==> src/rtl/jtkicker_pkg.sv <==
// Shared definitions for the jtkicker object ROM path: SDRAM address width,
// slot FSM states and per-variant object ROM offsets in SDRAM.
package jtkicker_pkg;

    localparam int SDRAM_AW = 22;

    typedef enum logic [1:0] {
        IDLE,
        REQ,
        DATA
    } slot_state_t;

    // 16-bit word offsets of the object ROM region for each game variant
    localparam logic [SDRAM_AW-1:0] KICKER_OBJ_OFFSET  = 22'h08_0000;
    localparam logic [SDRAM_AW-1:0] SHAOLIN_OBJ_OFFSET = 22'h0A_0000;
    localparam logic [SDRAM_AW-1:0] YIEAR_OBJ_OFFSET   = 22'h0C_0000;

endpackage

==> src/rtl/jtkicker_objrom_slot.sv <==
// Object ROM slot: turns 32-bit word requests into two-halfword SDRAM bursts
// and keeps the last fetched word in a one-entry tag cache.
module jtkicker_objrom_slot
    import jtkicker_pkg::*;
#(
    parameter int                  AW     = 14,
    parameter logic [SDRAM_AW-1:0] OFFSET = KICKER_OBJ_OFFSET
)(
    input  logic                clk,
    input  logic                rst,
    input  logic                downloading,
    input  logic                slot_cs,
    input  logic [AW-1:0]       slot_addr,
    output logic                slot_ok,
    output logic [31:0]         slot_dout,
    output logic                sdram_req,
    output logic [SDRAM_AW-1:0] sdram_addr,
    input  logic                sdram_ack,
    input  logic                sdram_dst,
    input  logic [15:0]         data_read
);

    slot_state_t   state, state_nx;
    logic [AW-1:0] pend;
    logic [AW-1:0] tag;
    logic          valid;
    logic          no_cache;
    logic          cnt;
    logic [15:0]   buf_lo;
    logic          hit;
    logic          capture;
    logic          last;

    // Word address -> halfword address, wrapping modulo 2^SDRAM_AW
    function automatic logic [SDRAM_AW-1:0] burst_addr(input logic [AW-1:0] a);
        logic [SDRAM_AW-1:0] half;
        half = SDRAM_AW'({a, 1'b0});
        return OFFSET + half;
    endfunction

    assign hit     = valid && (tag == slot_addr);
    // A dst in the ack cycle itself belongs to the burst being accepted
    assign capture = sdram_dst && ((state == DATA) || (state == REQ && sdram_ack));
    assign last    = capture && cnt;
    assign slot_ok = slot_cs && hit && !downloading && (state == IDLE);

    always_comb begin
        state_nx = state;
        case (state)
            IDLE: if (slot_cs && !downloading && !hit) state_nx = REQ;
            REQ:  if (sdram_ack) state_nx = DATA;
            DATA: if (last) state_nx = IDLE;
            default: state_nx = IDLE;
        endcase
    end

    always_ff @(posedge clk) begin
        if (rst) begin
            state      <= IDLE;
            sdram_req  <= 1'b0;
            sdram_addr <= '0;
            valid      <= 1'b0;
            tag        <= '0;
            pend       <= '0;
            slot_dout  <= '0;
            cnt        <= 1'b0;
            buf_lo     <= '0;
            no_cache   <= 1'b0;
        end else begin
            state <= state_nx;
            if (state == IDLE && state_nx == REQ) begin
                pend       <= slot_addr;
                sdram_addr <= burst_addr(slot_addr);
                sdram_req  <= 1'b1;
                cnt        <= 1'b0;
                no_cache   <= 1'b0;
            end
            if (state == REQ && sdram_ack) sdram_req <= 1'b0;
            if (capture) begin
                cnt <= ~cnt;
                if (!cnt) buf_lo <= data_read;
            end
            if (last) begin
                slot_dout <= {data_read, buf_lo};
                tag       <= pend;
            end
            // A burst that overlapped a download is drained but never trusted
            if (downloading) begin
                valid <= 1'b0;
                if (state != IDLE) no_cache <= 1'b1;
            end else if (last) begin
                valid <= !no_cache;
            end
        end
    end

endmodule

==> config.mk <==
export PLATFORM = sky130hd
export DESIGN_NAME = jtkicker_objrom_slot
export DESIGN_NICKNAME = d
export VERILOG_FILES = /design/src/rtl/jtkicker_pkg.sv /design/src/rtl/jtkicker_objrom_slot.sv
export SDC_FILE = /design/constraint.sdc
export NUM_CORES = 1
export LEC_CHECK = 0
export CAP_MARGIN = 15
export CORE_MARGIN = 2
export CORE_UTILIZATION = 47
export CTS_CLUSTER_DIAMETER = 60
export DETAILED_ROUTE_END_ITERATION = 8
export GPL_TIMING_DRIVEN = 0
export MAX_ROUTING_LAYER = met4
export PLACE_DENSITY = 0.75
export RECOVER_POWER = 25
export SYNTH_ARGS = -nofsm -noshare
export SYNTH_HDL_FRONTEND = slang
export SYNTH_SLANG_ARGS = --single-unit
export TNS_END_PERCENT = 30
==> constraint.sdc <==
create_clock -name clk -period 2.1 [get_ports clk]
set_clock_uncertainty 0.15 [all_clocks]
set_input_delay 0.315 -clock clk [delete_from_list [all_inputs] [get_ports clk]]
set_output_delay 0.315 -clock clk [all_outputs]
set_load 0.1 [all_outputs]
# Yosys cells after proc, flatten, opt, wreduce, memory -nomap -nowiden
# Cells that the tools add are included.
# totals
reg_bits	104
inputBits	36
out_inout_bits	56
elab_cells	45
# op_classes
addsub	1
eq_ne	4
n_mux	9
bitwise	1
n_reduce_logical	20
# ops
cell	count
20-bit by 15-bit adder with 21-bit output (first input constant)	1
14-bit == test	1
1-bit logical AND	10
2-bit 2-to-1 mux	3
2-bit one-hot mux with 3 select lines	1
1-bit 2-to-1 mux	5
2-bit by 1-bit == test with 1-bit output (second input constant)	2
2-bit nonzero test	2
2-bit OR reduction	2
1-bit logical NOT	3
2-bit == test (second input constant)	1
2-bit logical NOT	1
2-bit AND reduction	1
1-bit logical OR	1
1-bit NOT	1

# Depth between registers and ports, before layout
# depth
word_depth	12
ltp_mapped	7
depth_no_buf	5

# Worst setup path after synthesis
# OpenSTA, ideal clock, no wires.
# synth_timing
path_type	flip-flop to output port
startpoint	register state[0]
endpoint	output slot_ok
t_arrival_ns	2.336
required_ns	1.635
slack_ns	-0.701
stages_incl_launch_ff	3
path_cell_list	dfxtp_1 -> or4b_2 -> nor2_1
# synth_via
elab_chain_cells	2
# synth_rtl
item	line	source
start, declared	jtkicker_objrom_slot.sv:23	slot_state_t state, state_nx;
start signal, assigned	jtkicker_objrom_slot.sv:70	state <= state_nx;
2-bit logical NOT	jtkicker_objrom_slot.sv:45	assign slot_ok = slot_cs && hit && !downloading && (state == IDLE);
1-bit logical AND	jtkicker_objrom_slot.sv:45	
end, declared	jtkicker_objrom_slot.sv:14	output logic slot_ok,
# Every way passes these cells.

# Final worst setup path
# layout_timing
startpoint	register tag[2]
endpoint	output slot_ok
# layout_via
elab_chain_cells	5
# layout_rtl
item	line	source
start, declared	jtkicker_objrom_slot.sv:25	logic [AW-1:0] tag;
start signal, assigned	jtkicker_objrom_slot.sv:85	tag <= pend;
14-bit == test	jtkicker_objrom_slot.sv:41	assign hit = valid && (tag == slot_addr);
1-bit logical AND	jtkicker_objrom_slot.sv:41	
1-bit logical AND (3 in series)	jtkicker_objrom_slot.sv:45	
# Every way passes these cells.

==> impl_metrics.toml <==
[timing]
finalHoldViolCount = 0
layout_min_cycle_time_ns = 2.324
fin_crit_sh = 1.107
setup_viol_count_final = 31
timing.slew.headroom = 0.3233
holdWs_ns = 0.1559
fmax_ghz = 0.4302
tightest_slew_ns = 1.019
layout_setup_ws_ns = -0.2242
finalMaxSlewViolations = 0
rsz0062_at_grt = "true"

[grt]
grt_pass1_vias = 2709
grt-ovfl-total = 0
grt_start_max_net_pins = 15
gr-usage-all-layers = 0.2231
antenna_found_initial = 0
grt_pass1_wl_um = 12770

[synthesis]
synth_area_leaders = "dfxtp_1 51%, nand2_1 14%, a21oi_1 9.8%, nand2b_1 5.0%, mux2i_1 4.3%"
synth_area_mm2 = 0.003278
netlist-cell-type-count = 30
yosysTopAreaCell = "dfxtp_1"
yosysWarnings = 0
synth-seq-cells = 83
syn-instance-count = 390
syn_area_per_cell_um2 = 8.405
yosysTopAreaCellShare = 0.5069
yosysSeqAreaShare = 0.5069

[final_layout]
fillers = 598
nets = 526
fin_area_mm2 = 0.004425
seq_area_mm2 = 0.001669
stdcell_count = 575
drive_above_1_share = 0.1030
syn_to_final_growth_pct = 35.00
multi_input_area_mm2 = 0.001486
antenna_cells = 0

[floorplanning]
core.rowCount = 30
die_h_um = 87.52
dieArea_mm2 = 0.007659
ios = 92
initial_utilization = 0.4852
die_width_um = 87.52
core_mm2 = 0.006756

[pwr]
vdd_drop_max_uv = 367.6
p_sw_frac = 0.2868
p_sw_mw = 0.9252
p_leak_nw = 1.792
finalPower_mw = 3.226
power_per_cell_area_mw_per_mm2 = 728.9
combinationalPowerShare = 0.138
p_int_mw = 2.301
clockPowerShare = 0.359
p_seq_frac = 0.503

[route]
drc = 0
drtAntennaViolNets = 0
first_iter_violations = 149
drt_first_pass_iters = 4
vias = 2872
wire_per_inst_um = 14.21
viasPerCell = 4.995
totalWireLength_um = 8172

[clock_tree]
hold_buffers = 0
postCtsSetupBuffers = 0
clock_path_buffers = 2
cts_sinks = 83
numCtsBuffers = 9
cts_root_buf = "clkbuf_8"
clk_pin_slew_ns = 0.08
clkLatencyLatePin_ns = 0.35
ctsHtreeMaxLevel = 3
cts_tree = "yes"

[run_status]
violations = "negative setup slack"
status = "finished, violations left"

[placement]
dp.cells = 559
globalplace.congestion = 0.8072
port_buffers = 83
place_area_mm2 = 0.004239
hpwl_um = 5756
place_ws_ns = -1.274

[worst_hold_path]
min_path_type = "primary input to flip-flop"

[setup_path]
cp-start-kind = "flip-flop"
cp_data_required_time_ns = 1.63
cp.arrival_ns = 1.86
cp_max_fo = 2
critical_path_class = "flip-flop to output port"
crit_path_end_kind = "output port"

[job]
max-cap-violations = 0
==> cells in the final DEF, fill, tap and decap left out, types with 2 or more instances in the layout <==
cell type	n
nand2_1	124
dfxtp_1	77
a21oi_1	64
dlygate4sd2_1	56
nand2b_1	26
clkdlybuf4s50_1	20
clkbuf_1	17
mux2i_1	14
xnor2_1	10
clkbuf_8	9
buf_2	7
buf_4	7
conb_1	7
dfxtp_2	6
nor2_1	5
xnor2_2	4
nand4_1	3
buf_12	3
o21a_1	3
or2b_1	3
dlymetal6s2s_1	3
clkdlybuf4s15_1	3
nor2b_1	2
clkbuf_2	2
clkinvlp_4	2
==> final timing paths <==
| check | startpoint | end | slack, ns | cells after the start |
|---|---|---|---|---|
| hold / removal | slot_addr[6] | pend[6]$_SDFFE_PP0P_ | 0.16 | 3 |
| setup reg to reg | state[1]$_SDFF_PP0_ | tag[7]$_SDFFE_PP0P_ | -0.08 | 7 |
| hold reg to reg | buf_lo[12]$_SDFFE_PP0P_ | slot_dout[12]$_SDFFE_PP0P_ | 0.30 | 2 |
| setup / recovery | tag[2]$_SDFFE_PP0P_ | slot_ok | -0.22 | 5 |
==> repair_timing <==
action | in CTS | in global routing
setup endpoints to repair | 79 | 54
gates cloned | 0 | 0
pin swaps | 5 | 7
resized for setup | 71 | 19
==> stage by stage <==
| stage | utilization | setup TNS (ns) |
|---|---|---|
| finish | 0.6550 | -1.369 |
| global route | 0.6550 | -6.739 |
| CTS | 0.6481 | -0.2573 |
| detailed placement | 0.6274 | -23.05 |
| global placement | 0.6274 | -22.08 |
| floorplan | - | 0 |
==> state kept, by name, indices dropped and copies added, names as in the netlist <==
register	flops
sdram_addr	2
slot_dout	32
pend	13
sdram_req	1
tag	14
state	2
no_cache	1
cnt	1
valid	1
buf_lo	16
==> cells in the mapped netlist <==
cell type  instances
nand2_1          124
dfxtp_1           83
a21oi_1           64
nand2b_1          26
clkbuf_1          15
mux2i_1           14
xnor2_1           14
buf_2              8
buf_4              7
nor2_1             7
nand4_1            3
o21a_1             3
or2b_1             3
buf_12             2
nor2b_1            2
a2111oi_0          1
and3b_1            1
buf_1              1
conb_1             1
inv_1              1
nand3_1            1
nand3b_1           1
nor2b_4            1
nor3_2             1
o21ai_1            1
o21ba_1            1
o22ai_1            1
or2_2              1
or4_4              1
or4b_2             1
==> power groups by stage <==
stage | Clock [mW] | Sequential (mW) | Combinational (mW)
after global routing | 1.23 | 1.63 | 0.468
after floorplan | 0 | 1.79 | 0.185
final | 1.16 | 1.62 | 0.445
after global placement | 0 | 1.66 | 0.454
after CTS | 1.16 | 1.62 | 0.442
after detailed placement | 0 | 1.66 | 0.458
==> critical path: stages, from the launching register on <==
cell,delay (ns)
dfxtp_1,0.32
xnor2_1,0.18
nand4_1,0.13
or4_4,0.56
nor2_4,0.13
buf_12,0.18
==> final cells by class <==
cell class / count / share of cell area
Tap cell: 80 / 0.02262
Inverter: 1 / 0.0008482
Buffer: 33 / 0.04382
Multi-Input combinational cell: 279 / 0.3359
Clock inverter: 5 / 0.01414
Clock buffer: 11 / 0.02969
Sequential cell: 83 / 0.3772
Timing Repair Buffer: 83 / 0.1759
==> cell families after synthesis <==
kind of cell           synth area share
AND/OR/NAND/NOR                  0.2382
flip-flops                       0.5069
AO/OA/AOI/OAI                    0.1137
buffers and inverters           0.05992
XOR/XNOR                        0.03741
multiplexers                    0.04275
other                          0.001144
==> layer usage <==
layer  track usage  wire, um
met5             -         0
met4       0.08112       114
met3       0.04171       317
met2        0.3671      4105
met1        0.2727      3633
Power figures use the tool's default switching activity.
